[src/rtl/pkt_verdict_gate_pkg.sv]
// Shared types for the packet verdict gate: FSM state encoding and the
// flattened AXI-Stream beat carried through the output register.
package pkt_filter_pkg;

    localparam int DATA_W_DEF = 512;
    localparam int USER_W_DEF = 16;
    localparam int KEEP_W_DEF = DATA_W_DEF / 8;

    // IDLE means the next accepted beat is the first beat (SOP) of a packet.
    typedef enum logic [1:0] {
        IDLE = 2'd0,
        PASS = 2'd1,
        DROP = 2'd2
    } gate_state_t;

    typedef struct packed {
        logic [DATA_W_DEF-1:0] data;
        logic [KEEP_W_DEF-1:0] keep;
        logic                  last;
        logic [USER_W_DEF-1:0] user_size;
        logic [USER_W_DEF-1:0] user_src;
        logic [USER_W_DEF-1:0] user_dst;
    } axis_beat_t;

endpackage

[src/rtl/pkt_verdict_gate_if.sv]
// AXI-Stream bundle with size/src/dst sideband, used for both the RX input
// and the C2H output of the verdict gate.
interface pkt_verdict_gate_if
    import pkt_filter_pkg::*;
#(
    parameter int DATA_W = DATA_W_DEF,
    parameter int USER_W = USER_W_DEF
);
    logic                tvalid;
    logic                tready;
    logic [DATA_W-1:0]   tdata;
    logic [DATA_W/8-1:0] tkeep;
    logic                tlast;
    logic [USER_W-1:0]   tuser_size;
    logic [USER_W-1:0]   tuser_src;
    logic [USER_W-1:0]   tuser_dst;

    modport master (
        output tvalid, tdata, tkeep, tlast, tuser_size, tuser_src, tuser_dst,
        input  tready
    );

    modport slave (
        input  tvalid, tdata, tkeep, tlast, tuser_size, tuser_src, tuser_dst,
        output tready
    );
endinterface

[src/rtl/pkt_verdict_gate_axis_reg_slice.sv]
// One-stage forward register for an AXI-Stream beat. The owner decides when
// a beat is loaded; the slice only holds it until downstream takes it.
module axis_reg_slice
    import pkt_filter_pkg::*;
(
    input  logic       clk,
    input  logic       rstn,
    input  logic       i_load,
    input  axis_beat_t i_beat,
    input  logic       i_ready,
    output logic       o_valid,
    output axis_beat_t o_beat
);
    logic       r_valid;
    axis_beat_t r_beat;

    // Load a new beat, otherwise retire the held one once downstream accepts it.
    // NOTE: sequential state uses non-blocking assignments so every register
    // samples pre-edge values regardless of process ordering.
    always_ff @(posedge clk or negedge rstn) begin
        if (!rstn) begin
            r_valid <= 1'b0;
            // NOTE: the payload is reset as well because the C2H side must read
            // all-zero data/sideband while in reset, not just tvalid=0.
            r_beat  <= '0;
        end else if (i_load) begin
            r_valid <= 1'b1;
            r_beat  <= i_beat;
        end else if (i_ready) begin
            r_valid <= 1'b0;
        end
    end

    assign o_valid = r_valid;
    assign o_beat  = r_beat;
endmodule

[src/rtl/pkt_verdict_gate.sv]
// Packet-granular pass/drop gate: the verdict seen on SOP is held to TLAST,
// so each packet is forwarded or sunk whole. Registered output, 1 beat/cycle.
module pkt_verdict_gate
    import pkt_filter_pkg::*;
#(
    parameter int DATA_W = DATA_W_DEF,
    parameter int USER_W = USER_W_DEF,
    parameter int CNT_W  = 32
) (
    input  logic                clk,
    input  logic                rstn,
    input  logic                verdict_pass,
    input  logic                stats_clr,
    pkt_verdict_gate_if.slave   s_axis,
    pkt_verdict_gate_if.master  m_axis,
    output logic [CNT_W-1:0]    pkt_pass_cnt,
    output logic [CNT_W-1:0]    pkt_drop_cnt,
    output logic                in_pkt
);
    gate_state_t      r_state;
    gate_state_t      w_next_state;
    logic             w_sink;
    logic             w_out_free;
    logic             w_accept;
    logic             w_fwd;
    logic             w_out_valid;
    axis_beat_t       w_in_beat;
    axis_beat_t       w_out_beat;
    logic [CNT_W-1:0] r_pass_cnt;
    logic [CNT_W-1:0] r_drop_cnt;

    // Decide whether the current beat is being sunk: held DROP, or an SOP with a fail verdict.
    always_comb begin
        // NOTE: every combinational output gets a default first so no path
        // through the case can leave it unassigned and infer a latch.
        w_sink = 1'b0;
        case (r_state)
            IDLE:    w_sink = !verdict_pass;
            DROP:    w_sink = 1'b1;
            default: w_sink = 1'b0;
        endcase
    end

    // Sinking never waits on C2H, so a drop cannot stall or bubble the output.
    assign w_out_free    = !w_out_valid || m_axis.tready;
    assign s_axis.tready = rstn && (w_sink || w_out_free);
    assign w_accept      = s_axis.tvalid && s_axis.tready;
    assign w_fwd         = w_accept && !w_sink;

    // Next-state: SOP picks PASS/DROP unless it is also TLAST; any TLAST returns to IDLE.
    always_comb begin
        w_next_state = r_state;
        if (w_accept) begin
            case (r_state)
                IDLE: begin
                    if (!s_axis.tlast) w_next_state = verdict_pass ? PASS : DROP;
                end
                PASS, DROP: begin
                    if (s_axis.tlast) w_next_state = IDLE;
                end
                default: w_next_state = IDLE;
            endcase
        end
    end

    // State register; reset abandons any partial packet.
    always_ff @(posedge clk or negedge rstn) begin
        if (!rstn) r_state <= IDLE;
        else       r_state <= w_next_state;
    end

    // Pack the incoming beat for the output register.
    always_comb begin
        w_in_beat           = '0;
        w_in_beat.data      = s_axis.tdata[DATA_W-1:0];
        w_in_beat.keep      = s_axis.tkeep[DATA_W/8-1:0];
        w_in_beat.last      = s_axis.tlast;
        w_in_beat.user_size = s_axis.tuser_size[USER_W-1:0];
        w_in_beat.user_src  = s_axis.tuser_src[USER_W-1:0];
        w_in_beat.user_dst  = s_axis.tuser_dst[USER_W-1:0];
    end

    axis_reg_slice u_out_slice (
        .clk     (clk),
        .rstn    (rstn),
        .i_load  (w_fwd),
        .i_beat  (w_in_beat),
        .i_ready (m_axis.tready),
        .o_valid (w_out_valid),
        .o_beat  (w_out_beat)
    );

    assign m_axis.tvalid     = w_out_valid;
    assign m_axis.tdata      = w_out_beat.data;
    assign m_axis.tkeep      = w_out_beat.keep;
    assign m_axis.tlast      = w_out_beat.last;
    assign m_axis.tuser_size = w_out_beat.user_size;
    assign m_axis.tuser_src  = w_out_beat.user_src;
    assign m_axis.tuser_dst  = w_out_beat.user_dst;

    // Count packets at TLAST acceptance; a clear overrides a coincident increment.
    always_ff @(posedge clk or negedge rstn) begin
        if (!rstn) begin
            r_pass_cnt <= '0;
            r_drop_cnt <= '0;
        end else if (stats_clr) begin
            r_pass_cnt <= '0;
            r_drop_cnt <= '0;
        end else if (w_accept && s_axis.tlast) begin
            if (w_sink) r_drop_cnt <= r_drop_cnt + CNT_W'(1);
            else        r_pass_cnt <= r_pass_cnt + CNT_W'(1);
        end
    end

    assign pkt_pass_cnt = r_pass_cnt;
    assign pkt_drop_cnt = r_drop_cnt;
    assign in_pkt       = (r_state != IDLE);
endmodule

[src/flat_wrapper.sv]
// flat-port wrapper written by rule: the top's interface ports become plain ports
module pkt_verdict_gate_flat import pkt_filter_pkg::*;
#(
    parameter int DATA_W = DATA_W_DEF,
    parameter int USER_W = USER_W_DEF,
    parameter int CNT_W  = 32
)
  (clk, rstn, verdict_pass, stats_clr, pkt_pass_cnt, pkt_drop_cnt, in_pkt, s_axis_tvalid, s_axis_tdata, s_axis_tkeep, s_axis_tlast, s_axis_tuser_size, s_axis_tuser_src, s_axis_tuser_dst, s_axis_tready, m_axis_tvalid, m_axis_tdata, m_axis_tkeep, m_axis_tlast, m_axis_tuser_size, m_axis_tuser_src, m_axis_tuser_dst, m_axis_tready);
  pkt_verdict_gate_if #(.DATA_W(DATA_W), .USER_W(USER_W)) s_axis_i ();
  pkt_verdict_gate_if #(.DATA_W(DATA_W), .USER_W(USER_W)) m_axis_i ();
  input  logic clk;
  input  logic rstn;
  input  logic verdict_pass;
  input  logic stats_clr;
  output logic [CNT_W-1:0] pkt_pass_cnt;
  output logic [CNT_W-1:0] pkt_drop_cnt;
  output logic in_pkt;
  input wire logic [$bits(s_axis_i.tvalid)-1:0] s_axis_tvalid;
  input wire logic [$bits(s_axis_i.tdata)-1:0] s_axis_tdata;
  input wire logic [$bits(s_axis_i.tkeep)-1:0] s_axis_tkeep;
  input wire logic [$bits(s_axis_i.tlast)-1:0] s_axis_tlast;
  input wire logic [$bits(s_axis_i.tuser_size)-1:0] s_axis_tuser_size;
  input wire logic [$bits(s_axis_i.tuser_src)-1:0] s_axis_tuser_src;
  input wire logic [$bits(s_axis_i.tuser_dst)-1:0] s_axis_tuser_dst;
  output wire logic [$bits(s_axis_i.tready)-1:0] s_axis_tready;
  output wire logic [$bits(m_axis_i.tvalid)-1:0] m_axis_tvalid;
  output wire logic [$bits(m_axis_i.tdata)-1:0] m_axis_tdata;
  output wire logic [$bits(m_axis_i.tkeep)-1:0] m_axis_tkeep;
  output wire logic [$bits(m_axis_i.tlast)-1:0] m_axis_tlast;
  output wire logic [$bits(m_axis_i.tuser_size)-1:0] m_axis_tuser_size;
  output wire logic [$bits(m_axis_i.tuser_src)-1:0] m_axis_tuser_src;
  output wire logic [$bits(m_axis_i.tuser_dst)-1:0] m_axis_tuser_dst;
  input wire logic [$bits(m_axis_i.tready)-1:0] m_axis_tready;
  assign s_axis_i.tvalid = s_axis_tvalid;
  assign s_axis_i.tdata = s_axis_tdata;
  assign s_axis_i.tkeep = s_axis_tkeep;
  assign s_axis_i.tlast = s_axis_tlast;
  assign s_axis_i.tuser_size = s_axis_tuser_size;
  assign s_axis_i.tuser_src = s_axis_tuser_src;
  assign s_axis_i.tuser_dst = s_axis_tuser_dst;
  assign s_axis_tready = s_axis_i.tready;
  assign m_axis_tvalid = m_axis_i.tvalid;
  assign m_axis_tdata = m_axis_i.tdata;
  assign m_axis_tkeep = m_axis_i.tkeep;
  assign m_axis_tlast = m_axis_i.tlast;
  assign m_axis_tuser_size = m_axis_i.tuser_size;
  assign m_axis_tuser_src = m_axis_i.tuser_src;
  assign m_axis_tuser_dst = m_axis_i.tuser_dst;
  assign m_axis_i.tready = m_axis_tready;
  pkt_verdict_gate #(.DATA_W(DATA_W), .USER_W(USER_W), .CNT_W(CNT_W)) u_core (.clk(clk), .rstn(rstn), .verdict_pass(verdict_pass), .stats_clr(stats_clr), .s_axis(s_axis_i), .m_axis(m_axis_i), .pkt_pass_cnt(pkt_pass_cnt), .pkt_drop_cnt(pkt_drop_cnt), .in_pkt(in_pkt));
endmodule
[config.mk]
export PLATFORM = sky130hd
export DESIGN_NAME = pkt_verdict_gate_flat
export DESIGN_NICKNAME = d
export VERILOG_FILES = /design/src/rtl/pkt_verdict_gate_pkg.sv /design/src/rtl/pkt_verdict_gate_if.sv /design/src/rtl/pkt_verdict_gate_axis_reg_slice.sv /design/src/rtl/pkt_verdict_gate.sv /design/src/flat_wrapper.sv
export SDC_FILE = /design/constraint.sdc
export NUM_CORES = 1
export LEC_CHECK = 0
export ABC_AREA = 1
export CAP_MARGIN = 20
export CELL_PAD_IN_SITES_DETAIL_PLACEMENT = 1
export CELL_PAD_IN_SITES_GLOBAL_PLACEMENT = 1
export CORE_AREA = 2 2 515 517
export DETAILED_ROUTE_END_ITERATION = 16
export DIE_AREA = 0 0 517 519
export PLACE_DENSITY_LB_ADDON = 0.1
export SYNTH_ARGS = -nofsm -noshare
export SYNTH_HDL_FRONTEND = slang
export SYNTH_HIERARCHICAL = 1
export SYNTH_SLANG_ARGS = --single-unit
[constraint.sdc]
create_clock -name clk -period 4.7 [get_ports clk]
set_input_delay 0.705 -clock clk [delete_from_list [all_inputs] [get_ports clk]]
set_output_delay 0.705 -clock clk [all_outputs]
set_load 0.01 [all_outputs]
Word level (Yosys, flattened, before mapping)
Index checks and enable logic that the tools add are counted.
{"block": "totals", "out_inout_bits": 692, "regBits": 692}
{"block": "op_classes", "reduce_logical": 18, "addsub": 2, "eq_ne": 5, "muxes": 13}
{"cell": "32-bit two-way mux", "n": 6}
{"cell": "32-bit by 1-bit adder with 32-bit output, second input constant", "n": 2}
{"cell": "2-bit nonzero test", "n": 4}
{"cell": "2-bit two-way mux", "n": 3}
{"cell": "2-bit != test, second input constant", "n": 3}
{"cell": "1-bit logical AND", "n": 4}
{"cell": "2-bit one-hot mux with 2 select lines", "n": 1}
{"cell": "2-bit AND reduction", "n": 2}
{"cell": "1-bit zero test", "n": 3}
{"cell": "3-bit AND reduction", "n": 1}
{"cell": "2-bit by 1-bit == test with 1-bit output, second input constant", "n": 1}
{"cell": "2-bit == test, second input constant", "n": 1}
{"cell": "2-bit zero test", "n": 1}
{"cell": "1-bit logical OR", "n": 2}
{"cell": "1-bit two-way mux", "n": 2}
{"cell": "1-bit one-hot mux with 2 select lines", "n": 1}
{"cell": "2-bit OR reduction", "n": 1}

Depth between registers and ports, before layout
{"block": "depth", "depth_word": 8, "depth_mapped": 12, "ltp_nobuf": 10}

Modules after synthesis
The synthesis kept the hierarchy.
{"mod": "axis_reg_slice", "cells_per_inst": 2644, "area_per_inst_um2": 23577.6, "instances": 1, "seq_area_each_um2": 15665.0}
{"mod": "pkt_verdict_gate", "cells_per_inst": 676, "area_per_inst_um2": 4410.5, "instances": 1, "seq_area_each_um2": 1651.6}

Worst setup path after synthesis
No wires, ideal clock.
{"block": "synth_path", "path_kind": "in2out", "start": "in m_axis_tready", "end": "out s_axis_tready", "required_ns": 3.995, "slack_ns": 2.773, "n_path_buf": 0, "stages": 4, "arrival_time_ns": 1.222, "cell_sequence": "inv_1 > nand2_1 > inv_1 > a21boi_0"}
{"block": "synth_via", "elab_chain_len": 3}
{"element": "start: declaration", "line_no": "flat_wrapper.sv:33", "rtl": "input wire logic [$bits(m_axis_i.tready)-1:0] m_axis_tready;"}
{"element": "1-bit logical OR", "line_no": "pkt_verdict_gate.sv:45", "rtl": "assign w_out_free = !w_out_valid || m_axis.tready;"}
{"element": "1-bit logical OR", "line_no": "pkt_verdict_gate.sv:46", "rtl": "assign s_axis.tready = rstn && (w_sink || w_out_free);"}
{"element": "1-bit logical AND", "line_no": "pkt_verdict_gate.sv:46"}
{"element": "end: declaration", "line_no": "flat_wrapper.sv:25", "rtl": "output wire logic [$bits(s_axis_i.tready)-1:0] s_axis_tready;"}
No other way between the ends.

Final worst setup path
{"block": "layout_path", "start": "in rstn", "end": "out s_axis_tready"}
{"block": "layout_via", "elab_chain_len": 1}
{"element": "start: declaration", "line_no": "flat_wrapper.sv:12", "rtl": "input logic rstn;"}
{"element": "1-bit logical AND", "line_no": "pkt_verdict_gate.sv:46"}
No other way between the ends.

==> reports/results.txt <==
status: complete, no violations
Die Ht: 519 um
sequential fraction of the synthesis area: 61.9%
Mapped Area: 28000 sq um
Power Density: 630 nW/um^2
syn nets: 3955
CP Data Required Time: 3990 ps
Pint: 0.0194 W
CTS resizes: 0
fmax: 0.302 GHz
H-tree depth: 3
Reg2Reg Setup Slack: 1890 ps
gr usage total: 13.9%
detailed placement HPWL: 147 mm
share of cells above drive strength 1: 4.67%
RSZ-0062 raised after global routing: no
# nets final: 5258
Clock Tree Buf Depth: 3
vias in the first global route: 29154
clk root buf: clkbuf_16
Async SR Flop Fraction: 100%
drt pass-1 iters: 4
Via density: 3.29
CTS buffer count: 103
flops & latches, synth: 692
first-pass GRT wire length: 258 mm
initial antenna violation count: 112
Cells after Synth: 3320
final hold violation count: 0
RePlAce Congestion: 0.784
Layout Skew: 54.1 ps
Final period util: 70.4%
Worst-Margin Slew: 848 ps
min-delay worst type: input pin to async pin
Slew HR: 43.5%
DRC: 0
die area: 268000 sq um
Register-to-Register Path Depth: 9
max_cap viols: 0
clk slew on worst S/H paths: 50 ps
Net Sw Frac: 37.0%
critical path type: input pin to primary output
Initial DRC Count: 1095
CTS tree: built
WP data arrival: 2600 ps
final core area utilization: 18.5%
number of cell rows: 189
number of synthesized flops with an enable pin: 0
startpoint class of the critical path: input pin
Setup crit end kind: primary output
final setup violation count: 0
critical path fanouts, max: 18
port bufs: 1322
combinational fraction of design power: 39.9%
most common flop cell mapped by yosys: dfrtp_1
GRT Residual Overflow: 0
Sum Neg Setup Slack: 0 ps
Net Sw Power: 0.0114 W
Sequential Power Share: 32.6%
drt wl/cell: 23.2 um
Initial Util: 10.6%
final worst path period need: 3310 ps
total chip power: 0.0307 W
largest net degree at the start of global routing: 133
Clock Latency Late Sink: 770 ps
RR Startpoint: u_core/r_state[0]$_DFFE_PN0P_
synth-to-layout area growth: 74.3%
clock network fraction of total power: 27.5%
max-slew violation count: 0
# IOs: 1323
Synth cell types: 33
Routed Antenna Nets: 0
# clock sinks: 692
floorplan die width: 517 um
routed wire length: 191 mm
yosys warns: 6
leakage: 22.1 nW
RR Endpoint: u_core/u_out_slice/o_beat[253]$_DFFE_PN0P_
Avg Cell Area, Syn: 8.43 sq um
VDD IR-drop max: 0.000320 V
hold_ws: 415 ps
core area: 263000 sq um
routed via count: 27174
==> cell usage after synthesis (4+ instances only) <==
library cell | instances | area (sq um)
o21ai_0 | 17 | 85.1
a31oi_1 | 5 | 31.3
nor2_1 | 122 | 458
nor2_4 | 5 | 56.3
nand4_1 | 35 | 219
buf_2 | 93 | 465
nand3_1 | 43 | 215
buf_4 | 35 | 263
ha_1 | 4 | 50.1
buf_6 | 18 | 203
inv_2 | 5 | 18.8
nand2_1 | 2129 | 7990
xor2_1 | 4 | 35.0
nand2_2 | 5 | 31.3
dfrtp_1 | 692 | 17300
inv_1 | 57 | 214
a21oi_1 | 24 | 120
==> how the worst max path moves through the flow <==
stage                                  startpoint                                         end  slack, ps  cells past startpoint
floorplan                           m_axis_tready                               s_axis_tready       2770                      4
global placement                    m_axis_tready  u_core/u_out_slice/o_beat[451]$_DFFE_PN0P_       1230                      9
detailed placement                  m_axis_tready  u_core/u_out_slice/o_beat[206]$_DFFE_PN0P_       1250                      9
CTS                                          rstn                               s_axis_tready       1300                      4
global route        u_core/r_state[0]$_DFFE_PN0P_                               s_axis_tready       1230                      5
finish                                       rstn                               s_axis_tready       1390                      4
==> metrics by stage <==
step	instance area (sq um)	setup slack, ps	cells
detailed placement	45100	1250	8050
global route	48700	1230	8245
global placement	45100	1230	8050
finish	48800	1390	8254
floorplan	28000	2770	3320
CTS	48700	1300	8241
==> timing repair <==
| action | CTS | global route |
|---|---|---|
| hold endpoints to repair | 10 | 0 |
| setup endpoints to repair | 0 | 0 |
| buffers inserted | 0 | 0 |
| hold buffers | 1 | 0 |
==> worst max-delay path, stage by stage <==
cell             delay, ps
dlygate4sd3_1          570
buf_8                  270
a21boi_0               320
clkdlybuf4s50_1        650
==> flip-flops by register name (all words and copies together), names as in the netlist <==
register,count
u_core/u_out_slice/o_valid,1
u_core/u_out_slice/o_beat,625
u_core/r_state,2
u_core/pkt_pass_cnt,32
u_core/pkt_drop_cnt,32
==> power by group through the flow <==
stage / Combinational [W] / Clock [W] / Sequential [W]
after floorplan: 0.00285 / 0 / 0.0111
after global placement: 0.0128 / 0 / 0.0101
after detailed placement: 0.0127 / 0 / 0.0101
after CTS: 0.0128 / 0.00895 / 0.0101
after global routing: 0.0134 / 0.00910 / 0.0104
final: 0.0123 / 0.00845 / 0.0100
==> cell families (layout without fill, tap and decap cells) <==
logic type	count (synthesis)	after routing	synth area share, %
AO/OA/AOI/OAI	51	51	0.992
flip-flops	692	692	61.9
buffers and inverters	215	1603	4.26
XOR/XNOR	5	5	0.156
adder cells (fa/ha/maj)	4	4	0.179
AND/OR/NAND/NOR	2353	2353	32.5
other	0	13	0
==> cell type report <==
type | instances | area [sq um]
antenna | 13 | 32.5
clock buffer | 158 | 3070
clock inverter | 32 | 552
fill | 30801 | 215000
inverter | 63 | 253
multi-input combinational | 2413 | 9480
sequential | 692 | 17300
tap | 3533 | 4420
timing repair buffer | 1350 | 13700
==> cell usage in the layout (no fill, tap or decap), types with 2 or more instances in the layout <==
master / n
nand2_2: 5
nor2_4: 5
clkinvlp_4: 3
nand2_4: 2
inv_1: 56
nand4_4: 2
clkbuf_8: 26
ha_1: 4
clkbuf_16: 104
nand4_1: 35
a31oi_1: 5
o21ai_0: 17
inv_16: 2
nand2_1: 2129
clkinv_2: 13
buf_12: 16
nor2_1: 122
inv_8: 2
xor2_1: 4
nor2_2: 2
buf_4: 11
clkdlybuf4s50_1: 1321
clkbuf_1: 28
diode_2: 13
nor3_1: 3
inv_2: 4
bufinv_16: 10
a21oi_1: 24
dfrtp_1: 692
or2_2: 3
nand3_1: 43
clkinv_16: 4
==> layer usage <==
layer / wire length (um) / share of wire [%] / global-route usage [%]
met4: 3980 / 2.1 / 2.60
met2: 98700 / 52 / 25.5
met1: 68900 / 36 / 14.4
met5: 370 / 0.19 / 0
met3: 19300 / 10 / 6.28
Power figures use the tool's default switching activity.
